`src/rtl/axi4_master_burst_engine.sv`:
```
// AXI4 master traffic engine: writes INCR bursts of a counting pattern, then reads the region back.
// Latency: AWVALID/BUSY one cycle after BEGIN_TEST; DONE one cycle after the final B or R handshake.
// Backpressure: one outstanding burst; every VALID and payload is registered and held until READY.
// Optional feature macro: AXI4_MASTER_DATA_CHECK_EN (compare every RDATA beat with the pattern).
module axi4_master_burst_engine #(
    parameter logic [31:0] P_TARGET_SLAVE_BASE_ADDR = 32'h1000_0000,
    parameter int          P_WRITE_BURSTS           = 1,
    parameter int          P_READ_BURSTS            = 16,
    parameter int          P_BURST_LEN              = 16,
    parameter int          P_ID_WIDTH               = 6,
    parameter int          P_ADDR_WIDTH             = 32,
    parameter int          P_DATA_WIDTH             = 256
) (
    input  logic                      i_clk,
    input  logic                      i_rst_n,
    input  logic                      i_begin_test,
    output logic                      o_busy,
    output logic                      o_done,
    output logic                      o_error,
    output logic [15:0]               o_err_count,
    output logic [P_ID_WIDTH-1:0]     o_m_axi_awid,
    output logic [P_ADDR_WIDTH-1:0]   o_m_axi_awaddr,
    output logic [7:0]                o_m_axi_awlen,
    output logic [2:0]                o_m_axi_awsize,
    output logic [1:0]                o_m_axi_awburst,
    output logic                      o_m_axi_awvalid,
    input  logic                      i_m_axi_awready,
    output logic [P_DATA_WIDTH-1:0]   o_m_axi_wdata,
    output logic [P_DATA_WIDTH/8-1:0] o_m_axi_wstrb,
    output logic                      o_m_axi_wlast,
    output logic                      o_m_axi_wvalid,
    input  logic                      i_m_axi_wready,
    input  logic [P_ID_WIDTH-1:0]     i_m_axi_bid,
    input  logic [1:0]                i_m_axi_bresp,
    input  logic                      i_m_axi_bvalid,
    output logic                      o_m_axi_bready,
    output logic [P_ID_WIDTH-1:0]     o_m_axi_arid,
    output logic [P_ADDR_WIDTH-1:0]   o_m_axi_araddr,
    output logic [7:0]                o_m_axi_arlen,
    output logic [2:0]                o_m_axi_arsize,
    output logic [1:0]                o_m_axi_arburst,
    output logic                      o_m_axi_arvalid,
    input  logic                      i_m_axi_arready,
    input  logic [P_ID_WIDTH-1:0]     i_m_axi_rid,
    input  logic [P_DATA_WIDTH-1:0]   i_m_axi_rdata,
    input  logic [1:0]                i_m_axi_rresp,
    input  logic                      i_m_axi_rlast,
    input  logic                      i_m_axi_rvalid,
    output logic                      o_m_axi_rready
);

    localparam int                      LP_LANES       = P_DATA_WIDTH / 32;
    localparam logic [7:0]              LP_LAST        = 8'(P_BURST_LEN - 1);
    localparam logic [2:0]              LP_SIZE        = 3'($clog2(P_DATA_WIDTH / 8));
    localparam logic [31:0]             LP_WR_N        = 32'(P_WRITE_BURSTS);
    localparam logic [31:0]             LP_RD_N        = 32'(P_READ_BURSTS);
    localparam logic [P_ADDR_WIDTH-1:0] LP_BASE        = P_ADDR_WIDTH'(P_TARGET_SLAVE_BASE_ADDR);
    localparam logic [P_ADDR_WIDTH-1:0] LP_BURST_BYTES = P_ADDR_WIDTH'(P_BURST_LEN * (P_DATA_WIDTH / 8));

    typedef enum logic [2:0] {
        S_IDLE, S_WR_ADDR, S_WR_DATA, S_WR_RESP, S_RD_ADDR, S_RD_DATA, S_DONE
    } state_t;

    // Pattern of global beat 0: lane j holds j.
    function automatic logic [P_DATA_WIDTH-1:0] f_first_pattern();
        logic [P_DATA_WIDTH-1:0] v;
        v = '0;
        for (int j = 0; j < LP_LANES; j++) v[j*32 +: 32] = 32'(j);
        return v;
    endfunction

    // Pattern of the following global beat: every lane advances by the lane count.
    function automatic logic [P_DATA_WIDTH-1:0] f_next_pattern(input logic [P_DATA_WIDTH-1:0] v);
        logic [P_DATA_WIDTH-1:0] n;
        n = v;
        for (int j = 0; j < LP_LANES; j++) n[j*32 +: 32] = v[j*32 +: 32] + 32'(LP_LANES);
        return n;
    endfunction

    state_t                    r_state;
    logic                      r_busy, r_done, r_error;
    logic [15:0]               r_err_count;
    logic [31:0]               r_wr_burst, r_rd_burst, r_rd_src;
    logic [7:0]                r_beat;
    logic                      r_awvalid, r_wvalid, r_wlast, r_bready, r_arvalid, r_rready;
    logic [P_ADDR_WIDTH-1:0]   r_awaddr, r_araddr;
    logic [7:0]                r_len;
    logic [2:0]                r_size;
    logic [1:0]                r_burst;
    logic [P_DATA_WIDTH-1:0]   r_wdata;
    logic [P_DATA_WIDTH/8-1:0] r_wstrb;

    logic        w_start, w_r_hs, w_rresp_err, w_rlast_err, w_data_err;
    logic [1:0]  w_err_inc;
    logic [16:0] w_err_sum;
    logic [15:0] w_err_next;

    assign w_start     = i_begin_test && (r_state == S_IDLE || r_state == S_DONE);
    assign w_r_hs      = (r_state == S_RD_DATA) && i_m_axi_rvalid && r_rready;
    assign w_rresp_err = (i_m_axi_rresp != 2'b00);
    assign w_rlast_err = (i_m_axi_rlast != (r_beat == LP_LAST));

`ifdef AXI4_MASTER_DATA_CHECK_EN
    logic [P_DATA_WIDTH-1:0] r_exp;
    logic                    w_unused;
    assign w_data_err = (i_m_axi_rdata != r_exp);
    assign w_unused   = ^{i_m_axi_rid, i_m_axi_bid};

    // Expected read pattern follows the write burst being read back; rewinds when the source wraps.
    always_ff @(posedge i_clk or negedge i_rst_n) begin
        if (!i_rst_n) begin
            r_exp <= '0;
        end else if (w_start) begin
            r_exp <= f_first_pattern();
        end else if (w_r_hs) begin
            if (r_beat == LP_LAST && r_rd_src + 32'd1 == LP_WR_N) r_exp <= f_first_pattern();
            else                                                   r_exp <= f_next_pattern(r_exp);
        end
    end
`else
    logic w_unused;
    assign w_data_err = 1'b0;
    assign w_unused   = ^{i_m_axi_rdata, i_m_axi_rid, i_m_axi_bid};
`endif

    // Number of error events seen this cycle; several can coincide on one R beat.
    always_comb begin
        w_err_inc = 2'd0;
        if (r_state == S_WR_RESP && i_m_axi_bvalid && r_bready && i_m_axi_bresp != 2'b00)
            w_err_inc = 2'd1;
        if (w_r_hs)
            w_err_inc = {1'b0, w_rresp_err} + {1'b0, w_rlast_err} + {1'b0, w_data_err};
        w_err_sum  = {1'b0, r_err_count} + {15'd0, w_err_inc};
        w_err_next = w_err_sum[16] ? 16'hFFFF : w_err_sum[15:0];
    end

    // Test sequencer: write bursts, then read bursts, one transaction in flight, all outputs registered.
    always_ff @(posedge i_clk or negedge i_rst_n) begin
        if (!i_rst_n) begin
            r_state     <= S_IDLE;
            r_busy      <= 1'b0;
            r_done      <= 1'b0;
            r_error     <= 1'b0;
            r_err_count <= 16'd0;
            r_wr_burst  <= 32'd0;
            r_rd_burst  <= 32'd0;
            r_rd_src    <= 32'd0;
            r_beat      <= 8'd0;
            r_awvalid   <= 1'b0;
            r_wvalid    <= 1'b0;
            r_wlast     <= 1'b0;
            r_bready    <= 1'b0;
            r_arvalid   <= 1'b0;
            r_rready    <= 1'b0;
            r_awaddr    <= '0;
            r_araddr    <= '0;
            r_len       <= 8'd0;
            r_size      <= 3'd0;
            r_burst     <= 2'd0;
            r_wdata     <= '0;
            r_wstrb     <= '0;
        end else begin
            if (w_err_inc != 2'd0) begin
                r_err_count <= w_err_next;
                r_error     <= 1'b1;
            end
            case (r_state)
                S_IDLE, S_DONE: begin
                    if (i_begin_test) begin
                        r_state     <= S_WR_ADDR;
                        r_busy      <= 1'b1;
                        r_done      <= 1'b0;
                        r_error     <= 1'b0;
                        r_err_count <= 16'd0;
                        r_wr_burst  <= 32'd0;
                        r_rd_burst  <= 32'd0;
                        r_rd_src    <= 32'd0;
                        r_beat      <= 8'd0;
                        r_awvalid   <= 1'b1;
                        r_awaddr    <= LP_BASE;
                        r_len       <= LP_LAST;
                        r_size      <= LP_SIZE;
                        r_burst     <= 2'b01;
                        r_wstrb     <= '1;
                        r_wdata     <= f_first_pattern();
                    end
                end
                S_WR_ADDR: begin
                    if (i_m_axi_awready) begin
                        r_awvalid <= 1'b0;
                        r_wvalid  <= 1'b1;
                        r_wlast   <= (LP_LAST == 8'd0);
                        r_beat    <= 8'd0;
                        r_state   <= S_WR_DATA;
                    end
                end
                S_WR_DATA: begin
                    if (i_m_axi_wready) begin
                        r_wdata <= f_next_pattern(r_wdata);
                        if (r_beat == LP_LAST) begin
                            r_wvalid <= 1'b0;
                            r_wlast  <= 1'b0;
                            r_bready <= 1'b1;
                            r_state  <= S_WR_RESP;
                        end else begin
                            r_beat  <= r_beat + 8'd1;
                            r_wlast <= (r_beat + 8'd1 == LP_LAST);
                        end
                    end
                end
                S_WR_RESP: begin
                    if (i_m_axi_bvalid) begin
                        r_bready <= 1'b0;
                        if (r_wr_burst + 32'd1 < LP_WR_N) begin
                            r_wr_burst <= r_wr_burst + 32'd1;
                            r_awaddr   <= r_awaddr + LP_BURST_BYTES;
                            r_awvalid  <= 1'b1;
                            r_state    <= S_WR_ADDR;
                        end else if (LP_RD_N != 32'd0) begin
                            r_araddr  <= LP_BASE;
                            r_arvalid <= 1'b1;
                            r_state   <= S_RD_ADDR;
                        end else begin
                            r_busy  <= 1'b0;
                            r_done  <= 1'b1;
                            r_state <= S_DONE;
                        end
                    end
                end
                S_RD_ADDR: begin
                    if (i_m_axi_arready) begin
                        r_arvalid <= 1'b0;
                        r_rready  <= 1'b1;
                        r_beat    <= 8'd0;
                        r_state   <= S_RD_DATA;
                    end
                end
                S_RD_DATA: begin
                    if (i_m_axi_rvalid) begin
                        if (r_beat == LP_LAST) begin
                            r_rready <= 1'b0;
                            if (r_rd_burst + 32'd1 < LP_RD_N) begin
                                r_rd_burst <= r_rd_burst + 32'd1;
                                // Read burst k revisits write burst k mod P_WRITE_BURSTS.
                                if (r_rd_src + 32'd1 == LP_WR_N) begin
                                    r_rd_src <= 32'd0;
                                    r_araddr <= LP_BASE;
                                end else begin
                                    r_rd_src <= r_rd_src + 32'd1;
                                    r_araddr <= r_araddr + LP_BURST_BYTES;
                                end
                                r_arvalid <= 1'b1;
                                r_state   <= S_RD_ADDR;
                            end else begin
                                r_busy  <= 1'b0;
                                r_done  <= 1'b1;
                                r_state <= S_DONE;
                            end
                        end else begin
                            r_beat <= r_beat + 8'd1;
                        end
                    end
                end
                default: r_state <= S_IDLE;
            endcase
        end
    end

    assign o_busy          = r_busy;
    assign o_done          = r_done;
    assign o_error         = r_error;
    assign o_err_count     = r_err_count;
    assign o_m_axi_awid    = '0;
    assign o_m_axi_awaddr  = r_awaddr;
    assign o_m_axi_awlen   = r_len;
    assign o_m_axi_awsize  = r_size;
    assign o_m_axi_awburst = r_burst;
    assign o_m_axi_awvalid = r_awvalid;
    assign o_m_axi_wdata   = r_wdata;
    assign o_m_axi_wstrb   = r_wstrb;
    assign o_m_axi_wlast   = r_wlast;
    assign o_m_axi_wvalid  = r_wvalid;
    assign o_m_axi_bready  = r_bready;
    assign o_m_axi_arid    = '0;
    assign o_m_axi_araddr  = r_araddr;
    assign o_m_axi_arlen   = r_len;
    assign o_m_axi_arsize  = r_size;
    assign o_m_axi_arburst = r_burst;
    assign o_m_axi_arvalid = r_arvalid;
    assign o_m_axi_rready  = r_rready;

endmodule

```
`config.mk`:
```
export PLATFORM = sky130hd
export DESIGN_NAME = axi4_master_burst_engine
export DESIGN_NICKNAME = d
export VERILOG_FILES = /design/src/rtl/axi4_master_burst_engine.sv
export SDC_FILE = /design/constraint.sdc
export NUM_CORES = 1
export LEC_CHECK = 0
export BUFFER_PORTS_ARGS = -buffer_cell sky130_fd_sc_hd__buf_2
export CORE_AREA = 2 2 270 272
export CTS_BUF_LIST = sky130_fd_sc_hd__clkbuf_4
export CTS_CLUSTER_SIZE = 25
export DETAILED_ROUTE_END_ITERATION = 6
export DIE_AREA = 0 0 272 274
export GPL_ROUTABILITY_DRIVEN = 0
export SLEW_MARGIN = 20
export SYNTH_ARGS = -nofsm -noshare
export SYNTH_HDL_FRONTEND = slang
export SYNTH_SLANG_ARGS = --single-unit
```
`constraint.sdc`:
```
create_clock -name i_clk -period 6.94 [get_ports i_clk]
set_clock_uncertainty 0.1 [all_clocks]
set_input_delay 1.388 -clock i_clk [delete_from_list [all_inputs] [get_ports i_clk]]
set_output_delay 1.388 -clock i_clk [all_outputs]
set_load 0.05 [all_outputs]
```
==> flow_summary.toml, run 1 <==
[timing]
fin_ws_ps = 2340
tns_ps = 0
rsz0062_at_grt = "false"
slew_violations = 0
period_share_pct = 66.3
min_period_ps = 4600
tightest_slew_ps = 1210
relSlewSlack_pct = 19.4
fmax_mhz = 217
setup_violations = 0
finalHoldViolCount = 0

[global_route]
track_usage_pct = 15.5
grt_pass1_vias = 17300
grt_overflow = 0
grt_max_degree = 211
grt_first_pass_wirelength_um = 94100
antenna_found_initial = 6

[cts]
clk_path_buf_depth = 3
cts_setup_buffers = 0
cts_resized = 0
cts.clk_slew.worst_paths_ps = 70
cts_root_buffer = "clkbuf_4"
clk_latency_ps = 850
cts_tree = "built"
cts_buffers = 114
htreeDepth = 3
clock_sinks = 412
cts_hold_buf = 0

[place]
dp_cells = 3634
dp_hpwl_um = 40700
io_buffers = 373
place_ws_ps = 2210

[power]
p_seq_share_pct = 42.9
p_int_uw = 3940
leakagePower_uw = 0.0127
ir_drop_v = 0.000167
p_sw_share_pct = 36.7
p_sw_uw = 2290
combinationalPowerShare_pct = 20.6
power_density_nw_per_um2 = 239
pwr-share-clk_pct = 36.5

[floorplanning]
start_util_pct = 31.0
die_y_um = 274
ios = 696
fp.dieW_um = 272
die_area_sq_um = 74500
row_count = 99
core_area_sq_um = 72000

[synthesis]
yosysWarnings = 0
syn-cell-area_sq_um = 22300
syn_inst = 2443
async_reset_ff_share_pct = 100
synthDistinctLibCells = 88
synth_edf_count = 0
synth-seq-cells = 412
syn_avg_cell_area_sq_um = 9.14
yosysSeqAreaShare_pct = 46.2
synth_flop_cell = "dfrtp_1"

[flow_run]
max_cap_violations = 0

[detailed_routing]
first_pass_iters = 7
drt-wirelength-per-cell_um = 15.5
vias = 18800
final_antenna_net_count = 0
wl_um = 59600
drc = 0
drt_iter0_markers = 1210
vias_per_cell = 4.89

[layout]
area_delta_synth_final_pct = 16.6
fin_nets = 3094
drive_gt1_share_pct = 21.6
utilization_pct = 36.2
final_cells = 3844

[critical_path]
required_ps = 7590
cp-end-kind = "flop"
path_class = "flop to flop"
worst-path-max-fanout = 15
worst_setup_path_start_kind = "flop"
worstPathArrival_ps = 5250

[status]
status = "finished, final reports clean"

[min_path]
hold_path_class = "flop to flop"
==> kinds of logic after synthesis <==
family,share of synthesized area (%)
compound gates,10.1
xor+xnor,8.59
fa+ha+maj,1.21
buf+inv,6.32
flops,46.2
mux,0.599
other cells,0.0168
simple gates,27.1
==> metrics by stage <==
step           area [sq um]  hold slack (ps)  total power, uW
2_1_floorplan         22500              374             3620
3_3_place_gp          24500              359             4000
3_5_place_dp          24500              372             4010
4_1_cts               26000              345             6340
5_1_grt               26000              390             6590
6_report              26000              391             6230
==> worst max-delay path, stage by stage (launching register included) <==
cell and delay [ps]:
dfrtp_1 470, ha_1 330, and3_1 290, nand4_1 330, or4_1 670, xor2_1 190, nand4b_1 110, or4_1 770
and2_0 620, and3_1 340, a211o_1 260
==> final cells by class <==
cell class / instances / area [sq um]
Timing Repair Buffer: 387 / 2030
Clock buffer: 166 / 1250
Clock inverter: 41 / 249
Multi-Input combinational cell: 1829 / 10800
Inverter: 48 / 180
Antenna cell: 2 / 5.00
Tap cell: 959 / 1200
Sequential cell: 412 / 10300
Fill cell: 7453 / 45900
==> state kept, by name, indices dropped and copies added, names as in the netlist <==
register         cells
o_m_axi_wdata      233
r_rd_burst          32
r_rd_src            32
r_wr_burst          32
o_m_axi_araddr      23
o_m_axi_awaddr      23
o_err_count         16
r_beat               8
r_state              3
o_busy               1
o_done               1
o_error              1
o_m_axi_arvalid      1
o_m_axi_awvalid      1
o_m_axi_bready       1
o_m_axi_rready       1
o_m_axi_wlast        1
o_m_axi_wstrb        1
o_m_axi_wvalid       1
==> worst paths after layout <==
kind	from	end	slack, ps	cells past startpoint
setup / recovery	r_rd_src[0]	o_m_axi_araddr[24]	2340	10
hold / removal	o_done	o_done	390	1
setup reg to reg	r_rd_src[0]	o_m_axi_araddr[24]	2340	10
hold reg to reg	o_done	o_done	390	1
max in group asynchronous	i_rst_n	o_err_count[7]	5030	2
min in group asynchronous	i_rst_n	o_m_axi_wdata[63]	450	1
==> cells in the final DEF, fill, tap and decap left out, drive strengths merged, types with 15 or more instances in the layout <==
| cell | instances |
|---|---|
| a21o | 36 |
| a21oi | 95 |
| and2 | 49 |
| and3 | 97 |
| and4 | 22 |
| buf | 387 |
| clkbuf | 166 |
| clkinv | 35 |
| conb | 54 |
| dfrtp | 412 |
| ha | 20 |
| inv | 51 |
| nand2 | 233 |
| nand2b | 24 |
| nand3 | 145 |
| nand4 | 81 |
| nor2 | 293 |
| nor3 | 58 |
| nor4 | 34 |
| o21ai | 95 |
| or2 | 15 |
| or3 | 66 |
| xnor2 | 78 |
| xor2 | 141 |
==> routing by layer <==
layer / vias up / wire (um) / part of all wire [%] / track usage [%]
met1: 9013 / 27500 / 46 / 21.2
met2: 494 / 26300 / 44 / 23.0
met5: - / 23 / 0.039 / 0
met3: 109 / 3970 / 6.7 / 4.31
met4: 4 / 1870 / 3.1 / 6.13
li1: 9193 / - / - / -
==> power groups by stage <==
stage | combinational [uW] | clock, uW | sequential [uW]
2_1_floorplan | 711 | 0 | 2910
3_3_place_gp | 1290 | 0 | 2710
3_5_place_dp | 1290 | 0 | 2720
4_1_cts | 1290 | 2380 | 2670
5_1_grt | 1390 | 2500 | 2690
6_report | 1280 | 2280 | 2670
==> synth_stat cells (6+ instances only) <==
| cell | count | area [sq um] |
|---|---|---|
| or4_1 | 11 | 82.6 |
| xor2_1 | 141 | 1230 |
| clkbuf_1 | 73 | 274 |
| a31oi_1 | 14 | 87.6 |
| nand3_1 | 144 | 721 |
| nand4_1 | 78 | 488 |
| nor3b_1 | 8 | 60.1 |
| buf_2 | 17 | 85.1 |
| nand3b_1 | 6 | 45.0 |
| o31ai_1 | 14 | 105 |
| a31o_2 | 6 | 52.6 |
| a211o_1 | 8 | 70.1 |
| nand2b_1 | 24 | 150 |
| nor3_1 | 58 | 290 |
| a21oi_1 | 95 | 475 |
| nor2_1 | 292 | 1100 |
| o2111ai_1 | 7 | 61.3 |
| a21o_1 | 36 | 270 |
| a22o_1 | 11 | 96.3 |
| nand2_1 | 232 | 871 |
| dfrtp_1 | 412 | 10300 |
| buf_4 | 111 | 833 |
| or2_2 | 15 | 93.8 |
| xnor2_1 | 78 | 683 |
| and3_1 | 97 | 607 |
| and2_1 | 46 | 288 |
| nor2b_1 | 11 | 68.8 |
| inv_1 | 48 | 180 |
| mux2i_1 | 10 | 100 |
| and4_1 | 22 | 193 |
| ha_1 | 20 | 250 |
| o211ai_1 | 9 | 67.6 |
| o21ai_0 | 94 | 470 |
| nor4_1 | 28 | 175 |
| or3_1 | 65 | 407 |
Note: power is estimated with default switching activity, not from simulation.
==> run 2: changes to the inputs <==
- clock period: 6.94 -> 4.6 ns (I/O delays scaled with it)
==> run 2 against run 1 <==
Net effect:
- flip-flop and latch count did not move
- routed wire length rose by 1.4%
- worst hold slack worse by 130 ps
- via count up 0.86%
- cell count increased by 0.94%
- setup slack lost 1900 ps
- combinational power rose by 60%
- non-clock buffer count rose by 25
==> flow_summary.toml, run 2 (synthesized netlist as in run 1, its figures left out) <==
[status]
status = "finished, final reports clean"

[timing]
relSlewSlack_pct = 25.7
finalHoldViolCount = 0
tightest_slew_ps = 1090
slew_violations = 0
tns_ps = 0
fmax_mhz = 239
period_share_pct = 91.1
rsz0062_at_grt = "false"
fin_ws_ps = 409
min_period_ps = 4190
setup_violations = 0

[detailed_routing]
first_pass_iters = 7
highest_layer = "met5"
drc = 0
m1WireLength_um = 27600
vias = 19000
drt_iter0_markers = 1113
final_antenna_net_count = 0
drt-wirelength-per-cell_um = 15.6
wl_met2_um = 26200
vias_per_cell = 4.89
wl_met3_um = 4390
wl_um = 60500

[layout]
layout_common_cells = "dfrtp_1, buf_2, nor2_1"
final_cells = 3880
fin_nets = 3121
largest_reg_flops = 233
utilization_pct = 36.5
seq_area_sq_um = 10300
multi_input_comb_area_sq_um = 10800
area_delta_synth_final_pct = 17.8
drive_gt1_share_pct = 22.3
fillCellCount = 7472
layout_commonest_cell = "dfrtp_1"

[global_route]
grt_pass1_vias = 17400
grt_overflow = 0
grt_max_degree = 138
track_usage_pct = 15.7
antenna_found_initial = 7
grt_first_pass_wirelength_um = 95700

[critical_path]
worstPathArrival_ps = 4880
required_ps = 5290
reg2reg_setup_slack_ps = 410
cp-end-kind = "flop"
path_class = "flop to flop"
worst-path-max-fanout = 9
worst_setup_path_start_kind = "flop"

[place]
dp_cells = 3658
place_ws_ps = 474
io_buffers = 373
dp_hpwl_um = 42100

[power]
ir_drop_v = 0.000293
power_density_nw_per_um2 = 361
power_uw = 9490
leakagePower_uw = 0.0129

[cts]
cts_resized = 0
cts_buffers = 116
cts_root_buffer = "clkbuf_4"
clk_latency_ps = 900
cts_setup_buffers = 0
htreeDepth = 3
cts_tree = "built"
clk_path_buf_depth = 3
cts.clk_slew.worst_paths_ps = 70
clock_sinks = 412

[floorplanning]
row_count = 99
die_y_um = 274
ios = 696
core_area_sq_um = 72000
start_util_pct = 31.0
die_area_sq_um = 74500
fp.dieW_um = 272

[flow_run]
max_cap_violations = 0

[min_path]
hold_path_class = "input pin to flop"
==> run 2: worst max-delay path, stage by stage (launching register included) <==
cell,delay [ps]
dfrtp_1,470
ha_1,330
and3_1,290
nand4_1,350
or4_1,660
xor2_1,230
nand4b_1,110
or4_1,560
and2_0,380
buf_4,270
a21o_1,150
a21o_1,160
==> run 2: path summary, 6_finish.rpt <==
| check | to | from | cells past startpoint |
|---|---|---|---|
| worst max-delay path | o_m_axi_araddr[13] | r_rd_src[0] | 11 |
| worst min-delay path | o_m_axi_rready | i_m_axi_arready | 3 |
| worst max register to register | o_m_axi_araddr[13] | r_rd_src[0] | 11 |
| worst min register to register | o_done | o_done | 1 |
| max in group asynchronous | o_m_axi_wdata[94] | i_rst_n | 3 |
| min in group asynchronous | o_m_axi_wdata[27] | i_rst_n | 2 |
==> run 2: per-stage QoR <==
stage / hold slack, ps / cell area (sq um)
finish: 264 / 26300
CTS: 159 / 26300
detailed placement: 371 / 24700
global placement: 361 / 24700
floorplan: 374 / 22500
global route: 194 / 26300
==> run 2: area by class of cell <==
class	instances	area share [%]
Timing Repair Buffer	412	8.54
Inverter	48	0.685
Clock buffer	176	5.02
Sequential cell	412	39.2
Antenna cell	7	0.0666
Multi-Input combinational cell	1829	41.2
Tap cell	959	4.56
Clock inverter	37	0.761
==> run 2: repair_timing <==
action,in CTS,in global routing
hold buffers,1,0
endpoints found under the setup margin,0,0
endpoints found under the hold margin,68,0
==> run 2: routing by layer <==
metal / vias up / GRT usage, %
met2: 510 / 22.8
met3: 134 / 4.80
met5: - / 0
met1: 9079 / 21.5
met4: 2 / 6.46
li1: 9249 / -
==> run 2: power by group <==
group / internal, uW / total, uW / switching (uW)
Clock: 1810 / 3470 / 1670
Combinational: 437 / 2050 / 1620
Sequential: 3770 / 3970 / 201
Total: 6010 / 9490 / 3480
==> run 3: changes to the inputs <==
- ABC_AREA: unset -> 1
- CORE_AREA: 2 2 270 272 -> 2 2 274 276
- DIE_AREA: 0 0 272 274 -> 0 0 276 278
==> run 3 against run 2 <==
Net effect:
- the run now ends with DRC left
- area after synthesis up 17%
- maximum frequency up 2.9%
- critical path depth grew 6
- core utilization grew 3.8 points
- global-route usage rose by 5.3 points
- setup slack improved by 120 ps
- flip-flop and latch count stayed put
- combinational power up 39%
- cell count rose by 32%
- worst hold slack worse by 19 ps
- first-iteration DRC count up 84%
- critical endpoint is now o_err_count[4]
==> flow_summary.toml, run 3 <==
[timing]
min_period_ps = 4070
slew_violations = 0
rsz0062_at_grt = "false"
finalHoldViolCount = 0
setup_violations = 0
period_share_pct = 88.6
tightest_slew_ps = 1010
tns_ps = 0
relSlewSlack_pct = 32.6
fmax_mhz = 245

[detailed_routing]
drt-wirelength-per-cell_um = 16.0
vias_per_cell = 4.99
drt_iter0_markers = 2053
drc = 50
vias = 25500
first_pass_iters = 7
final_antenna_net_count = 0
wl_um = 81800

[cts]
cts.clk_slew.worst_paths_ps = 60
htreeDepth = 3
cts_buffers = 114
clk_path_buf_depth = 3
clock_sinks = 412
clk_latency_ps = 940
cts_root_buffer = "clkbuf_4"
cts_tree = "built"

[synthesis]
yosysSeqAreaShare_pct = 39.6
syn_inst = 3676
syn_avg_cell_area_sq_um = 7.09
async_reset_ff_share_pct = 100
synth_flop_cell = "dfrtp_1"
syn-cell-area_sq_um = 26100
synth-seq-cells = 412
synthTopCellsByCount = "nand2_1, nor2_1, inv_1"
yosys.area.top_type = "dfrtp_1"
ys_top_cells_by_area = "dfrtp_1, nand2_1, nor2_1"
synthMostInstantiatedCell = "nand2_1"
synth_edf_count = 0
synthDistinctLibCells = 52
synth_top_area_share_pct = 39.6
yosysWarnings = 0

[layout]
largest_reg_flops = 233
layout_commonest_cell = "nand2_1"
drive_gt1_share_pct = 16.1
fin_nets = 4349
area_delta_synth_final_pct = 14.3
layout_common_cells = "nand2_1, nor2_1, inv_1"
utilization_pct = 40.4

[power]
ir_drop_v = 0.000394
leakagePower_uw = 0.0136
power_density_nw_per_um2 = 339

[critical_path]
critPathLaunch = "r_beat[0]"
worstPathArrival_ps = 4730
worst_setup_path_start_kind = "flop"
path_class = "flop to flop"
worst-path-max-fanout = 7
worstReg2RegStart = "r_beat[0]"
required_ps = 5260
cp-end-kind = "flop"

[place]
io_buffers = 373
dp_hpwl_um = 61200

[global_route]
grt_max_degree = 151
track_usage_pct = 20.9
antenna_found_initial = 2
grt_overflow = 0
grt_pass1_vias = 23800
grt_first_pass_wirelength_um = 130000

[status]
violations = "DRC"
status = "finished, violations left"

[floorplanning]
fp.dieW_um = 276
core_area_sq_um = 73800
start_util_pct = 35.3
die_area_sq_um = 76700
row_count = 100
ios = 696
die_y_um = 278

[min_path]
min_from = "i_m_axi_bvalid"
hold_path_class = "input pin to flop"

[flow_run]
max_cap_violations = 0
[run 3: cell count changes in the layout (fill, tap and decap cells not counted), moves of 42 or more]
cell	before	now
a21oi_1	95	137
and2_1	46	1
and3_1	97	1
inv_1	48	436
nand2_1	232	924
nand3_1	144	242
nor2_1	291	463
nor3_1	58	182
o31ai_1	14	59
or3_1	65	1
xnor2_1	78	34
[run 3: worst paths after layout]
| path | slack, ps | cells after the start | to |
|---|---|---|---|
| worst max register to register | 530 | 17 | o_err_count[4] |
| max in group asynchronous | 2900 | 3 | o_m_axi_wdata[166] |
| min in group asynchronous | 510 | 2 | o_m_axi_wdata[126] |
| worst max-delay path | 530 | 17 | o_err_count[4] |
| worst min register to register | 400 | 2 | o_done |
| worst min-delay path | 240 | 3 | o_m_axi_bready |
[run 3: through the flow]
step                      instance area, sq um  total power (uW)  std cells  worst slack, ps  hold slack [ps]
final                                    29800             10100       5107              526              245
after global routing                     29800             10700       5107              145              155
after CTS                                29800             10200       5101              438              164
after detailed placement                 28400              6860       4899              470              387
after global placement                   28400              6840       4899              447              367
after floorplan                          26300              6140       3729             1110              381
[run 3: power breakdown]
group	leakage, uW	internal, uW	switching, uW	total (uW)
Clock	0.000841	1670	1650	3320
Combinational	0.00701	482	2360	2840
Sequential	0.00571	3760	189	3950
[run 3: cells by family (layout without fill, tap and decap cells)]
logic type	Yosys count	in the layout	synth area share [%]
flip-flops	412	412	39.6
AO/OA/AOI/OAI	424	424	9.55
AND/OR/NAND/NOR	2039	2039	34.0
adder cells (fa/ha/maj)	21	21	1.04
other	1	60	0.0144
XOR/XNOR	140	140	4.70
buffers and inverters	639	1042	11.2
[run 3: cell type report]
cell class | instances | area (sq um)
clock buffers | 169 | 1270
diodes | 6 | 15.0
inverters | 444 | 1670
flip-flops and latches | 412 | 10300
repair buffers | 397 | 2120
fillers | 7852 | 44000
multi-input cells | 2678 | 13100
clock inverters | 32 | 141
well taps | 969 | 1210
[run 3: routing by layer]
layer / vias to the layer above / global-route usage [%] / share of wire, %
li1: 12700 / - / -
met1: 11900 / 28.0 / 44
met3: 142 / 6.04 / 9.2
met4: 0 / 6.14 / 2.6
met5: - / 0 / 0
met2: 826 / 32.9 / 44
[run 3: timing repair]
| action | in CTS | in global routing |
|---|---|---|
| hold buffers | 1 | 0 |
| hold endpoints to repair | 75 | 0 |
| gates resized for setup | 0 | 1 |
| setup endpoints to repair | 0 | 5 |
| buffers inserted | 0 | 0 |
[run 3: critical path, stage by stage (launching register included)]
cell and delay [ps]:
dfrtp_1 390, ha_1 200, nand2_1 60, nor2_1 210, nand4_1 260, xnor2_1 200, ha_1 280, a21oi_1 200
inv_1 110, ha_1 170, inv_1 50, fa_1 390, nor4_2 380, nand4_1 250, inv_1 140, nand3_1 200
buf_4 250, a21oi_1 150
